**src/rtl/fetch.sv**
```systemverilog
// Instruction fetch stage: owns the pc and talks to imem with valid/ready.
// Stalls the pipeline while waiting and halts on fault, misalign or timeout.
module fetch #(
  parameter logic [31:0] RESET_PC = 32'h0000_0000,
  parameter logic [31:0] NOP      = 32'h0000_0013,
  parameter logic [15:0] TIMEOUT  = 16'd1024
) (
  input  logic        clk,
  input  logic        rst,
  input  logic        override,
  input  logic [31:0] newpc,
  input  logic        fault,
  output logic        imem_valid,
  output logic [31:0] imem_addr,
  input  logic        imem_ready,
  input  logic [31:0] imem_rdata,
  output logic [31:0] insn,
  output logic [31:0] outpc,
  output logic        hlt,
  output logic        halted,
  output logic        bus_err,
  output logic        misalign
);

  typedef enum logic [1:0] {
    BOOT   = 2'd0,
    REQ    = 2'd1,
    HALTED = 2'd2
  } state_e;

  state_e      state_q, state_d;
  logic [31:0] pc_q, pc_d;
  logic [31:0] insn_q, insn_d;
  logic [31:0] outpc_q, outpc_d;
  logic [15:0] wait_cnt_q, wait_cnt_d;
  logic        bus_err_q, bus_err_d;
  logic        misalign_q, misalign_d;
  logic        timeout_hit;

  // Last permitted wait cycle; a zero TIMEOUT never fires.
  assign timeout_hit = (TIMEOUT != 16'd0) &&
                       (wait_cnt_q == TIMEOUT - 16'd1);

  assign imem_valid = (state_q == REQ);
  assign imem_addr  = pc_q;
  assign hlt        = (state_q != REQ) | ~imem_ready;
  assign halted     = (state_q == HALTED);
  assign insn       = insn_q;
  assign outpc      = outpc_q;
  assign bus_err    = bus_err_q;
  assign misalign   = misalign_q;

  // Next state: wait/accept handling with fault > override > sequential.
  always_comb begin
    state_d    = state_q;
    pc_d       = pc_q;
    insn_d     = insn_q;
    outpc_d    = outpc_q;
    wait_cnt_d = wait_cnt_q;
    bus_err_d  = bus_err_q;
    misalign_d = misalign_q;
    unique case (state_q)
      BOOT: state_d = REQ;
      REQ: begin
        if (!imem_ready) begin
          wait_cnt_d = wait_cnt_q + 16'd1;
          if (timeout_hit) begin
            state_d   = HALTED;
            bus_err_d = 1'b1;
          end
        end else begin
          insn_d     = imem_rdata;
          outpc_d    = pc_q;
          wait_cnt_d = 16'd0;
          if (fault) begin
            state_d = HALTED;
          end else if (override && (newpc[1:0] != 2'b00)) begin
            state_d    = HALTED;
            misalign_d = 1'b1;
          end else if (override) begin
            pc_d = newpc;
          end else begin
            pc_d = pc_q + 32'd4;
          end
        end
      end
      HALTED: state_d = HALTED;
      default: state_d = HALTED;
    endcase
  end

  // State registers with synchronous active-low reset.
  always_ff @(posedge clk) begin
    if (!rst) begin
      state_q    <= BOOT;
      pc_q       <= RESET_PC;
      insn_q     <= NOP;
      outpc_q    <= RESET_PC;
      wait_cnt_q <= 16'd0;
      bus_err_q  <= 1'b0;
      misalign_q <= 1'b0;
    end else begin
      state_q    <= state_d;
      pc_q       <= pc_d;
      insn_q     <= insn_d;
      outpc_q    <= outpc_d;
      wait_cnt_q <= wait_cnt_d;
      bus_err_q  <= bus_err_d;
      misalign_q <= misalign_d;
    end
  end

endmodule

```
**config.mk**
```make
export PLATFORM = sky130hd
export DESIGN_NAME = fetch
export DESIGN_NICKNAME = d
export VERILOG_FILES = /design/src/rtl/fetch.sv
export SDC_FILE = /design/constraint.sdc
export NUM_CORES = 1
export LEC_CHECK = 0
export BUFFER_PORTS_ARGS = -buffer_cell sky130_fd_sc_hd__buf_2
export CAP_MARGIN = 10
export CORE_MARGIN = 10
export CORE_UTILIZATION = 25
export CTS_BUF_LIST = sky130_fd_sc_hd__clkbuf_4
export CTS_CLUSTER_DIAMETER = 150
export CTS_CLUSTER_SIZE = 28
export DETAILED_ROUTE_END_ITERATION = 8
export GPL_TIMING_DRIVEN = 0
export PLACE_DENSITY = 0.51
export SYNTH_ARGS = -nofsm -noshare
export SYNTH_HDL_FRONTEND = slang
export SYNTH_SLANG_ARGS = --single-unit
```
**constraint.sdc**
```tcl
create_clock -name clk -period 2.55 [get_ports clk]
set_clock_uncertainty 0.1 [all_clocks]
set_input_delay 0.255 -clock clk [delete_from_list [all_inputs] [get_ports clk]]
set_output_delay 0.255 -clock clk [all_outputs]
set_load 0.01 [all_outputs]
```
# [Word-level counts from Yosys, hierarchy flattened]
# Cells that the tools add are included.
[totals] regBits=116 latchBits=0 ram_bits=0 mem_bits_ro=0 input_bits=69 elab_cells=34 n_memories=0
[classes] addsub=2 multipliers=0 n_div=0 magnitude_cmp=0 eq_ne=6 shifts=0 muxes=7 n_bitwise=4 n_reduce_logical=8
[op_table] cell="32-bit by 3-bit adder with 32-bit output (second input constant)" n=1
[op_table] cell="32-bit two-way mux" n=1
[op_table] cell="16-bit by 1-bit adder with 16-bit output (second input constant)" n=1
[op_table] cell="16-bit by 10-bit == test with 1-bit output (second input constant)" n=1
[op_table] cell="16-bit two-way mux" n=1
[op_table] cell="2-bit two-way mux" n=4
[op_table] cell="4-bit AND reduction" n=2
[op_table] cell="4-bit by 3-bit != test with 1-bit output (second input constant)" n=1
[op_table] cell="2-bit one-hot mux with 2 select lines" n=1
[op_table] cell="2-bit AND reduction" n=2
[op_table] cell="3-bit by 1-bit != test with 1-bit output (second input constant)" n=1
[op_table] cell="1-bit inverter" n=3
[op_table] cell="3-bit AND reduction" n=1
[op_table] cell="2-bit by 1-bit == test with 1-bit output (second input constant)" n=1
[op_table] cell="2-bit == test (second input constant)" n=1
[op_table] cell="2-bit zero test" n=1
[op_table] cell="2-bit by 1-bit != test with 1-bit output (second input constant)" n=1
[op_table] cell="2-bit nonzero test" n=1
[op_table] cell="1-bit logical AND" n=1
[op_table] cell="1-bit bitwise OR" n=1

# [Depth between registers and ports, before layout]
# Gate-level depths: netlist of run 1.
[depth] ltp_word=6 ltp_mapped=7

# [Least setup slack after synthesis of run 1]
# No wires, ideal clock.
[synth_path] kind="reg2reg" from="reg pc_q[2], in the netlist imem_addr[2]" to="reg pc_q[28], in the netlist imem_addr[28]" setup_ps=137 arrival_ps=1697 required_ps=2313 slack_ps=616 stages_incl_launch_ff=7 n_path_buf=1 period_less_slack_ps=1934 path_cell_list="dfxtp_1 ha_1 and4_1 buf_2 nand4_1 o311ai_0 o211ai_1"
[synth_between] elab_chain_len=2
[synth_rtl] item="start, declared" line_no="32" rtl="logic [31:0] pc_q, pc_d;"
[synth_rtl] item="start signal, assigned" line_no="104" rtl="pc_q <= pc_d;"
[synth_rtl] item="32-bit by 3-bit adder with 32-bit output" line_no="83" rtl="pc_d = pc_q + 32'd4;"
[synth_rtl] item="32-bit two-way mux" line_no="80" rtl="end else if (override) begin"
# No other way between the ends.
# A chain may end at the register's enable or synchronous reset.

# [Worst setup path in the final report of run 1]
[layout_path] from="in imem_ready" to="reg pc_q[16], in the netlist imem_addr[16]"
[layout_between] elab_chain_len=1
[layout_rtl] item="start, declared" line_no="15" rtl="input logic imem_ready,"
[layout_rtl] item="4-bit AND reduction (no line)"
# No other way between the ends.

==> reports/metrics.yaml, run 1 <==
grt:
  track_usage_pct: 15.1
  number_of_antenna_violations_at_the_first_check_in_global_routing: 1
  grt_max_degree: 17
  grt_pass1_vias: 5824
  grt_first_pass_wirelength_mm: 33.6
  grt_overflow_total: 0
yosys:
  syn_area_per_cell_um2: 7.78
  synth-seq-area-share_pct: 43.2
  synth-edff-count: 0
  postSynthNetCount: 761
  synth.cell_area_um2: 5370
  yosys_warnings: 0
  ys_seq_elements: 116
  synth-main-ff-cell: "sky130_fd_sc_hd__dfxtp_1"
  async_sr_flop_fraction_pct: 0
  number_of_distinct_library_cell_variants_in_the_gate_level_netlist_after_synthesis: 60
  synthesis.instances: 690
detailed_routing:
  routed_len_inst_um: 17.9
  route.final.wire_length_mm: 21.8
  ant_nets: 0
  detailedRoute.firstPassIterationCount: 5
  vias_per_cell: 4.92
  drc: 0
  drt_iter0_markers: 305
  vias: 5987
critical_path:
  timing_worst_setup_path_type: "in -> reg"
  cp-end-kind: "flip-flop"
  path_max_fanout: 10
  timing.critical_path.required_ns: 2.84
  timing.critical_path.slowest_cell_delay_ns: 0.56
  cp-start-kind: "input port"
  worst_path_most_repeated_cell: "sky130_fd_sc_hd__buf_2"
  timing.critical_path.slowest_stage_cell: "sky130_fd_sc_hd__dlygate4sd3_1"
  reg2reg_setup_slack_ns: 0.20
  crit_arrival_ns: 2.65
  crit_chain: "dlygate4sd3_1 -> buf_2 -> nor4bb_1 -> buf_2 -> nand2_1 -> clkbuf_1 -> o311ai_0 -> a31oi_1"
power_and_ir_drop:
  post-layout-total-power_uw: 3800
  vdd.ir_drop.worst_uv: 278
  cell_internal_pwr_uw: 2740
  share_comb_of_total_power_pct: 12.4
  switching_power_uw: 1060
  net_switching_share_of_the_total_power_pct: 27.8
  clock_power_share_pct: 37.8
  p_leak_uw: 0.00295
  power_frac_seq_pct: 49.8
  cellPowerDensity_nw_per_um2: 515
die:
  fp.dieH_um: 167
  core_um2: 21100
  design.die.area_um2: 27700
  rows: 53
  die_width_um: 167
  num_io_pins: 170
  floorplan.initialDensity_pct: 25.5
sta:
  finalHoldWorstSlack_ns: 0.0716
  final_number_of_hold_violating_endpoints: 0
  setup_repair_after_global_routing_missed_its_margin: "no"
  period_share_pct: 92.5
  slew_headroom_pct: 40.3
  layout_min_cycle_time_ns: 2.36
  setup_tns_ns: 0
  fmax_ghz: 0.424
  slew_violations: 0
  finalSetupViolCount: 0
  worst_slew_pin_slew_ns: 0.889
layout:
  layout-area-overhead-vs-synth_pct: 37.6
  num-fill-cells: 2299
  nets: 1001
  fin_cells: 1218
  share_of_final_layout_standard_cells_stronger_than_drive_strength_1_pct: 23.2
clock_network:
  cts_tree: "done"
  cts_max_path_buffers: 2
  clock_sink_count: 116
  clkTransAtPathRegs_ns: 0.11
  cts.htree.levels: 4
  cts_root_buf: "sky130_fd_sc_hd__clkbuf_4"
  clock_insertion_delay_worst_skew_ns: 0.54
  numCtsBuffers: 17
  post_cts_setup_bufs: 0
outcome:
  status: "completed"
placement:
  placed_cells_incl_taps: 1131
  finalWeightedCongestion: 0.881
  io_buffer_count: 166
  half_perimeter_wire_length_after_detailed_placement_mm: 16.0
run:
  cap_viol_max_count: 0
worst_hold_path:
  hold_class: "in -> reg"
-- power groups by stage --
stage	clock [uW]	combinational, uW	sequential, uW
floorplan	0	193	1950
global route	1580	521	1900
global placement	0	413	1930
finish	1440	472	1890
CTS	1500	479	1890
detailed placement	0	412	1940
-- cell families after synthesis --
family	synth area share, %
flops	43.2
mux	0.186
xor+xnor	1.79
compound gates	20.3
buf+inv	4.92
simple gates	29.1
fa+ha+maj	0.466
-- metrics by stage --
stage	utilization (%)	instance area (um2)	setup WS, ns
after CTS	35.0	7380	0.102
after global routing	35.0	7390	0.0131
after global placement	31.0	6550	0.184
after floorplan	-	5370	0.616
final	35.0	7390	0.192
after detailed placement	31.0	6550	0.157
-- final timing paths --
| path | from | to | depth (start not counted) |
|---|---|---|---|
| max reg2reg | imem_addr[3]$_SDFFE_PN0P_ | imem_addr[16]$_SDFFE_PN0P_ | 6 |
| min | newpc[20] | imem_addr[20]$_SDFFE_PN0P_ | 4 |
| min reg2reg | insn[3]$_SDFFE_PN0P_ | insn[3]$_SDFFE_PN0P_ | 2 |
| max | imem_ready | imem_addr[16]$_SDFFE_PN0P_ | 8 |
-- area by class of cell --
type                    instances  area (um2)  area share, %
diodes                          1        2.50         0.0339
plain buffers                  54         221           3.00
clock buffers                  20         150           2.03
clock inverters                11         136           1.85
inverters                      12        45.0          0.610
multi-input cells             508        2780           37.7
flip-flops and latches        116        2320           31.4
well taps                     275         344           4.66
repair buffers                221        1380           18.7
-- timing repair --
item / CTS / global route
hold endpoints to repair: 57 / 0
resized for setup: 0 / 5
hold buffers: 55 / 0
endpoints found under the setup margin: 0 / 10
-- registers in the layout, indices dropped and copies added (netlist names) --
register	cells
bus_err	1
misalign	1
outpc	32
imem_addr	32
insn	32
state_q	2
wait_cnt_q	16
-- synthesized netlist by cell type (all sizes together) (9+ instances only) --
library cell    n  share of area [%]
inv            12               0.84
o21ai          25                2.3
nor3           18                1.7
and4           10                1.6
nor4           11                1.8
nand3          22                2.1
buf            16                1.4
nand2         167                 12
and3            9                1.0
a21oi          86                8.0
xor2           11                1.8
dfxtp         116                 43
nor2           35                2.4
clkbuf         38                2.7
a31oi           9                1.0
nand4          19                2.5
-- metal layers --
layer	vias up	track usage (%)	part of all wire, %
li1	2947	-	-
met1	2827	19.5	46
met2	199	24.1	47
met3	14	3.88	6.0
met4	0	4.28	1.0
met5	-	0	0
-- cell usage in the layout (no fill, tap or decap), drive strengths merged, types with 4 or more instances in the layout --
master / n
buf: 182
nand2: 167
dfxtp: 116
a21oi: 86
clkbuf: 58
dlygate4sd3: 55
nor2: 35
o21ai: 25
nand3: 22
nand4: 19
nor3: 18
inv: 12
xor2: 11
nor4: 11
and4: 10
and3: 9
a31oi: 9
or3: 8
a311oi: 7
a211oi: 5
clkinv: 5
o2111ai: 4
-- worst max-delay path, delay by kind of cell --
kind	cells	cell delay, ns
AO/OA/AOI/OAI	2	0.57
AND/OR/NAND/NOR	2	0.51
buffers and inverters	4	1.31
(Power assumes the default switching activity.)
==> run 2, diff against run 1 <==
--- a/config.mk
+++ b/config.mk
@@ -6,15 +6,14 @@
 export NUM_CORES = 1
 export LEC_CHECK = 0
 export BUFFER_PORTS_ARGS = -buffer_cell sky130_fd_sc_hd__buf_2
-export CAP_MARGIN = 10
 export CORE_MARGIN = 10
-export CORE_UTILIZATION = 25
+export CORE_UTILIZATION = 45
 export CTS_BUF_LIST = sky130_fd_sc_hd__clkbuf_4
 export CTS_CLUSTER_DIAMETER = 150
 export CTS_CLUSTER_SIZE = 28
 export DETAILED_ROUTE_END_ITERATION = 8
 export GPL_TIMING_DRIVEN = 0
-export PLACE_DENSITY = 0.51
+export PLACE_DENSITY = 0.78
 export SYNTH_ARGS = -nofsm -noshare
 export SYNTH_HDL_FRONTEND = slang
 export SYNTH_SLANG_ARGS = --single-unit
==> constraint.sdc (replaced) <==
create_clock -name clk -period 2.4 [get_ports clk]
set_clock_uncertainty 0.1 [all_clocks]
set_input_delay 0.24 -clock clk [delete_from_list [all_inputs] [get_ports clk]]
set_output_delay 0.24 -clock clk [all_outputs]
set_load 0.01 [all_outputs]
==> run 2 against run 1 <==
- critical path depth fell by 2
- setup slack got worse by 0.082 ns
- worst hold slack got worse by 0.039 ns
- clock power fell by 6%
- largest power group unchanged
==> reports/metrics.yaml, run 2 (same netlist as run 1, synthesis figures left out) <==
layout:
  num-fill-cells: 1052  # -54%
  share_of_final_layout_standard_cells_stronger_than_drive_strength_1_pct: 23.0  # -0.21 points
  multi_input_gate_area_in_the_final_layout_um2: 2780  # unchanged
  seq_area_um2: 2320  # unchanged
  layout-area-overhead-vs-synth_pct: 34.0
  nets: 1001  # unchanged
  fin_cells: 1086  # -11%
  mostFrequentLayoutCell: "sky130_fd_sc_hd__buf_2"
  layout_common_cells: "sky130_fd_sc_hd__buf_2, sky130_fd_sc_hd__nand2_1, sky130_fd_sc_hd__dfxtp_1, sky130_fd_sc_hd__a21oi_1, sky130_fd_sc_hd__dlygate4sd3_1"
  final_design_area_no_fill_um2: 7190  # -2.6%
grt:
  grt_pass1_vias: 6081  # +4.4%
  number_of_antenna_violations_at_the_first_check_in_global_routing: 0  # -1
  grt_busiest_layer: "met2"
  track_usage_pct: 23.4  # +8.3 points
  grt_overflow_total: 0  # unchanged
  use_met2_pct: 38.8  # +15 points
  use_met1_pct: 26.2  # +6.6 points
  globalRouteMet3Util_pct: 7.99  # +4.1 points
  grt_max_degree: 17  # unchanged
  grt_first_pass_wirelength_mm: 31.1  # -7.3%
clock_network:
  cts.htree.levels: 4  # unchanged
  clkTransAtPathRegs_ns: 0.10  # about the same
  post_cts_setup_bufs: 0  # unchanged
  numCtsBuffers: 17  # unchanged
  clock_sink_count: 116  # unchanged
  cts_max_path_buffers: 2  # unchanged
  cts_tree: "done"
  cts_root_buf: "sky130_fd_sc_hd__clkbuf_4"
  clock_insertion_delay_worst_skew_ns: 0.55  # about the same
detailed_routing:
  drt_iter0_markers: 685  # +120%
  drc: 0  # unchanged
  vias: 6234  # +4.1%
  route.final.wire_length_mm: 20.0  # -7.9%
  vias_per_cell: 5.74  # +17%
  detailedRoute.firstPassIterationCount: 5  # unchanged
  ant_nets: 0  # unchanged
  routed_len_inst_um: 18.4  # +3.2%
critical_path:
  reg2reg_setup_slack_ns: 0.11  # -0.09 ns
  reg2reg_depth: 6  # unchanged
  crit_cells: 6  # -2
  timing.critical_path.required_ns: 2.72  # -0.12 ns
  worstSetupStartpoint: "imem_addr[3]$_SDFFE_PN0P_"
  critical_path.reg2reg.startpoint: "imem_addr[3]$_SDFFE_PN0P_"
  timing_worst_setup_path_type: "reg -> reg"
  timing.critical_path.slowest_cell_delay_ns: 0.50  # -0.06 ns
  path_max_fanout: 10  # unchanged
  cp.buffers_inverters: 1  # -3
  crit_arrival_ns: 2.61  # -0.04 ns
  timing.critical_path.slowest_stage_cell: "sky130_fd_sc_hd__dfxtp_1"
  worst_path_dominant_cell_family: "simple AND/OR/NAND/NOR gates"
  crit_chain: "ha_1 -> and4_1 -> buf_2 -> nand4_1 -> nor4_1 -> a211oi_1"
  cp-start-kind: "flip-flop"
  cp-end-kind: "flip-flop"
  critical_path.reg2reg.endpoint: "imem_addr[26]$_SDFFE_PN0P_"
  cp-endpoint: "imem_addr[26]$_SDFFE_PN0P_"
placement:
  placement.cell_area_um2: 6380  # -2.5%
  placed_cells_incl_taps: 999  # -12%
  io_buffer_count: 166  # unchanged
  dpl_worst_slack_ns: 0.182  # +0.0242 ns
  half_perimeter_wire_length_after_detailed_placement_mm: 14.0  # -13%
  finalWeightedCongestion: 0.968  # +9.9%
die:
  die_width_um: 129  # -22%
  num_io_pins: 170  # unchanged
  rows: 39  # -26%
  fp.dieH_um: 129  # -22%
  design.die.area_um2: 16700  # -40%
  floorplan.initialDensity_pct: 46.4  # +21 points
  core_um2: 11600  # -45%
sta:
  worst_slew_pin_slew_ns: 0.865  # -0.0239 ns
  slew_violations: 0  # unchanged
  fmax_ghz: 0.437
  period_share_pct: 95.4
  slew_headroom_pct: 41.9  # +1.6 points
  setup_tns_ns: 0  # unchanged
  final_number_of_hold_violating_endpoints: 0  # unchanged
  final.setup.worst_slack_ns: 0.110  # -0.0819 ns
  layout_min_cycle_time_ns: 2.29
  finalSetupViolCount: 0  # unchanged
  setup_repair_after_global_routing_missed_its_margin: "yes"
  finalHoldWorstSlack_ns: 0.0322  # -0.0394 ns
outcome:
  status: "completed"
run:
  cap_viol_max_count: 0  # unchanged
power_and_ir_drop:
  vdd.ir_drop.worst_uv: 448  # +61%
  cellPowerDensity_nw_per_um2: 537  # +4.3%
  p_leak_uw: 0.00294  # -0.39%
worst_hold_path:
  hold_class: "in -> reg"
## run 2: cell count changes in the layout (fill, tap and decap cells not counted), sizes merged
cell and change:
bufinv -1, clkinvlp -1, clkinv +3, clkbuf -1
## run 2: worst min path at each step
stage	from	endpoint	slack (ns)	depth (start not counted)
after floorplan	imem_rdata[0]	insn[0]$_SDFFE_PN1P_	0.26	2
after global placement	outpc[27]$_SDFFE_PN0P_	outpc[27]$_SDFFE_PN0P_	0.34	2
after detailed placement	insn[26]$_SDFFE_PN0P_	insn[26]$_SDFFE_PN0P_	0.34	2
after CTS	newpc[20]	imem_addr[20]$_SDFFE_PN0P_	0.01	4
after global routing	newpc[20]	imem_addr[20]$_SDFFE_PN0P_	0.008	4
final	newpc[20]	imem_addr[20]$_SDFFE_PN0P_	0.03	4
## run 2: final cells by class
cell class | instances | share of cell area, %
inverter | 12 | 0.626
buffer | 54 | 3.08
clock inverter | 12 | 1.60
clock buffer | 19 | 1.98
sequential | 116 | 32.3
multi-input combinational | 508 | 38.7
antenna | 1 | 0.0348
timing repair buffer | 221 | 19.2
tap | 143 | 2.49
## run 2: where the power goes
part	switching [uW]	internal [uW]	leakage [uW]
combinational	290	205	0.00186
sequential	40.5	1970	0.000939
clock	740	617	0.000140
total	1070	2790	0.00294
## run 2: what timing repair did
item	in CTS	in global routing
setup endpoints to repair	0	14
resized for setup	0	5
hold buffers	55	0
hold endpoints to repair	57	0
## run 2: worst min-delay path, cell delays in order
cell	delay, ns
sky130_fd_sc_hd__buf_2	0.09
sky130_fd_sc_hd__nand4_1	0.08
sky130_fd_sc_hd__a31oi_1	0.13
sky130_fd_sc_hd__or3_1	0.11
## run 2: metal layers
layer  vias to the layer above  wire length, um
met2                       337             9780
met4                         0              776
met1                      2869             7640
met5                         -                0
li1                       2956                -
met3                        72             1830
## run 2: per-stage QoR
step | power, uW | util (%)
finish | 3860 | 62.2
global route | 4020 | 62.2
CTS | 3870 | 62.2
detailed placement | 2470 | 55.2
global placement | 2460 | 55.2
floorplan | 2270 | -
==> run 3, diff against run 2 <==
==> constraint.sdc (replaced) <==
create_clock -name clk -period 2.8 [get_ports clk]
set_clock_uncertainty 0.1 [all_clocks]
set_input_delay 0.28 -clock clk [delete_from_list [all_inputs] [get_ports clk]]
set_output_delay 0.28 -clock clk [all_outputs]
set_load 0.01 [all_outputs]
==> run 3 against run 2 <==
- setup slack improved by 0.39 ns
- global-route usage shrank 0.29 points
- die area stayed put
- clock power shrank 15%
- cell count is 0.55% lower
- sequential power shrank 14%
- utilization shrank 0.62 points
- sequential cell count stayed put
- via count shrank 0.18%
- non-clock buffer count decreased by 7
- wire length decreased by 1.6%
- combinational power shrank 16%
==> reports/metrics.yaml, run 3 (same netlist as run 1, synthesis figures left out) <==
outcome:
  status: "completed"
clock_network:
  clkTransAtPathRegs_ns: 0.10  # about the same
  cts_max_path_buffers: 2  # unchanged
  numCtsBuffers: 17  # unchanged
  clock_sink_count: 116  # unchanged
  cts_tree: "done"
  clock_insertion_delay_worst_skew_ns: 0.54  # about the same
  cts-resized-gates: 0  # unchanged
  cts.htree.levels: 4  # unchanged
  cts_root_buf: "sky130_fd_sc_hd__clkbuf_4"
die:
  core_um2: 11600  # unchanged
  floorplan.initialDensity_pct: 46.4  # unchanged
  fp.dieH_um: 129  # unchanged
  design.die.area_um2: 16700  # unchanged
  rows: 39  # unchanged
  die_width_um: 129  # unchanged
  num_io_pins: 170  # unchanged
worst_hold_path:
  launch_point_of_the_worst_hold_path: "newpc[30]"
  whs_path_depth: 4  # unchanged
  hold_class: "in -> reg"
  worstHoldEndpoint: "imem_addr[30]$_SDFFE_PN0P_"
detailed_routing:
  route.final.wire_length_mm: 19.7  # -1.6%
  routed_len_inst_um: 18.3  # -1.0%
  ant_nets: 0  # unchanged
  drt_iter0_markers: 682  # -0.44%
  detailedRoute.firstPassIterationCount: 6  # +1
  drc: 0  # unchanged
  vias: 6223  # -0.18%
  vias_per_cell: 5.76  # +0.38%
placement:
  half_perimeter_wire_length_after_detailed_placement_mm: 14.0  # unchanged
  io_buffer_count: 166  # unchanged
  finalWeightedCongestion: 0.968  # unchanged
  placement.cell_area_um2: 6380  # unchanged
  dpl_worst_slack_ns: 0.582  # +0.400 ns
layout:
  share_of_final_layout_standard_cells_stronger_than_drive_strength_1_pct: 22.9  # -0.15 points
  seq_area_um2: 2320  # about the same
  layout-area-overhead-vs-synth_pct: 32.6
  final_design_area_no_fill_um2: 7120  # -0.99%
  post-route-util_pct: 61.6  # -0.62 points
  multi_input_gate_area_in_the_final_layout_um2: 2780  # unchanged
  layout_common_cells: "sky130_fd_sc_hd__buf_2, sky130_fd_sc_hd__nand2_1, sky130_fd_sc_hd__dfxtp_1, sky130_fd_sc_hd__a21oi_1, sky130_fd_sc_hd__dlygate4sd3_1"
  num-fill-cells: 1065  # +1.2%
  nets: 994  # -0.70%
  mostFrequentLayoutCell: "sky130_fd_sc_hd__buf_2"
critical_path:
  worstSetupStartpoint: "state_q[1]$_SDFFE_PN0P_"
  cp-start-kind: "flip-flop"
  critical_path.reg2reg.startpoint: "imem_addr[2]$_SDFFE_PN0P_"
  timing.critical_path.slowest_cell_delay_ns: 0.41  # -0.09 ns
  path_max_fanout: 10  # unchanged
  timing_worst_setup_path_type: "reg -> out"
  timing.critical_path.required_ns: 2.42  # -0.30 ns
  cp-end-kind: "output port"
  crit_chain: "nand2b_1 -> nor2_1 -> inv_1 -> clkbuf_1 -> buf_2"
  crit_cells: 5  # -1
  crit_arrival_ns: 1.92  # -0.69 ns
  reg2reg_depth: 6  # unchanged
  timing.critical_path.slowest_stage_cell: "sky130_fd_sc_hd__dfxtp_1"
  critical_path.reg2reg.endpoint: "imem_addr[28]$_SDFFE_PN0P_"
  reg2reg_setup_slack_ns: 0.53  # +0.42 ns
  cp.buffers_inverters: 3  # +2
  worst_path_dominant_cell_family: "buffers and inverters"
power_and_ir_drop:
  net_switching_share_of_the_total_power_pct: 27.5  # -0.18 points
  clock_power_share_pct: 35.0  # about the same
  power_frac_seq_pct: 52.3  # +0.2 points
  post-layout-total-power_uw: 3290  # -15%
  vdd.ir_drop.worst_uv: 383  # -14%
  share_comb_of_total_power_pct: 12.6  # -0.2 points
  switching_power_uw: 906  # -15%
  p_leak_uw: 0.00291  # -1.2%
  cell_internal_pwr_uw: 2390  # -15%
  cellPowerDensity_nw_per_um2: 462  # -14%
grt:
  grt_max_degree: 17  # unchanged
  grt_overflow_total: 0  # unchanged
  track_usage_pct: 23.1  # -0.29 points
  number_of_antenna_violations_at_the_first_check_in_global_routing: 0  # unchanged
  grt_pass1_vias: 6048  # -0.54%
  grt_first_pass_wirelength_mm: 30.7  # -1.3%
sta:
  setup_repair_after_global_routing_missed_its_margin: "no"
  setup_tns_ns: 0  # unchanged
  layout_min_cycle_time_ns: 2.30
  slew_headroom_pct: 42.9  # +0.98 points
  finalSetupViolCount: 0  # unchanged
  final_number_of_hold_violating_endpoints: 0  # unchanged
  final.setup.worst_slack_ns: 0.500  # +0.390 ns
  fmax_ghz: 0.435
  slew_violations: 0  # unchanged
  period_share_pct: 82.1
  worst_slew_pin_slew_ns: 0.850  # -0.0146 ns
run:
  cap_viol_max_count: 0  # unchanged
==> run 3: changes by cell type in the layout (fill, tap and decap cells not counted), sizes merged <==
cell | previous run | this run
diode | 1 | 2
dlygate4sd3 | 55 | 48
==> run 3: repair_timing <==
item | in CTS | in global routing
hold endpoints to repair | 48 | 0
hold buffers | 48 | 0
setup buffers | 0 | 0
==> run 3: layout make-up <==
type | count | share of cell area, %
inverter | 12 | 0.632
clock buffer | 19 | 2.00
sequential | 116 | 32.6
buffer | 54 | 3.07
antenna | 2 | 0.0703
clock inverter | 12 | 1.62
tap | 143 | 2.51
multi-input combinational | 508 | 39.1
timing repair buffer | 214 | 18.4
==> run 3: layer usage <==
metal / up-vias / routed length [um] / GRT usage, %
li1: 2942 / - / -
met1: 2857 / 7500 / 25.9
met2: 341 / 9430 / 37.5
met3: 83 / 1890 / 8.36
met4: 0 / 899 / 13.0
met5: - / 0 / 0
==> run 3: worst max-delay path by stage <==
stage	endpoint	slack, ns
after floorplan	imem_addr[28]$_SDFFE_PN0P_	0.87
after global placement	imem_addr[28]$_SDFFE_PN0P_	0.59
after detailed placement	imem_addr[28]$_SDFFE_PN0P_	0.58
after CTS	hlt	0.44
after global routing	hlt	0.31
final	hlt	0.50
==> run 3: metrics by stage <==
stage	instances	hold slack, ns
CTS	1078	0.00353
detailed placement	999	0.343
global placement	999	0.339
floorplan	690	0.304
finish	1080	0.0434
global route	1078	0.0244
==> run 3: power by group through the flow <==
stage | Sequential, uW | Clock, uW | Combinational [uW]
final | 1720 | 1150 | 416
after global routing | 1730 | 1250 | 451
after CTS | 1720 | 1180 | 407
after detailed placement | 1760 | 0 | 353
after global placement | 1760 | 0 | 351
after floorplan | 1770 | 0 | 176
==> run 3: tightest hold or removal path: cells and delay by family <==
family / cells / cell delay [ns]
compound gates: 2 / 0.17
buf+inv: 1 / 0.12
simple gates: 1 / 0.07
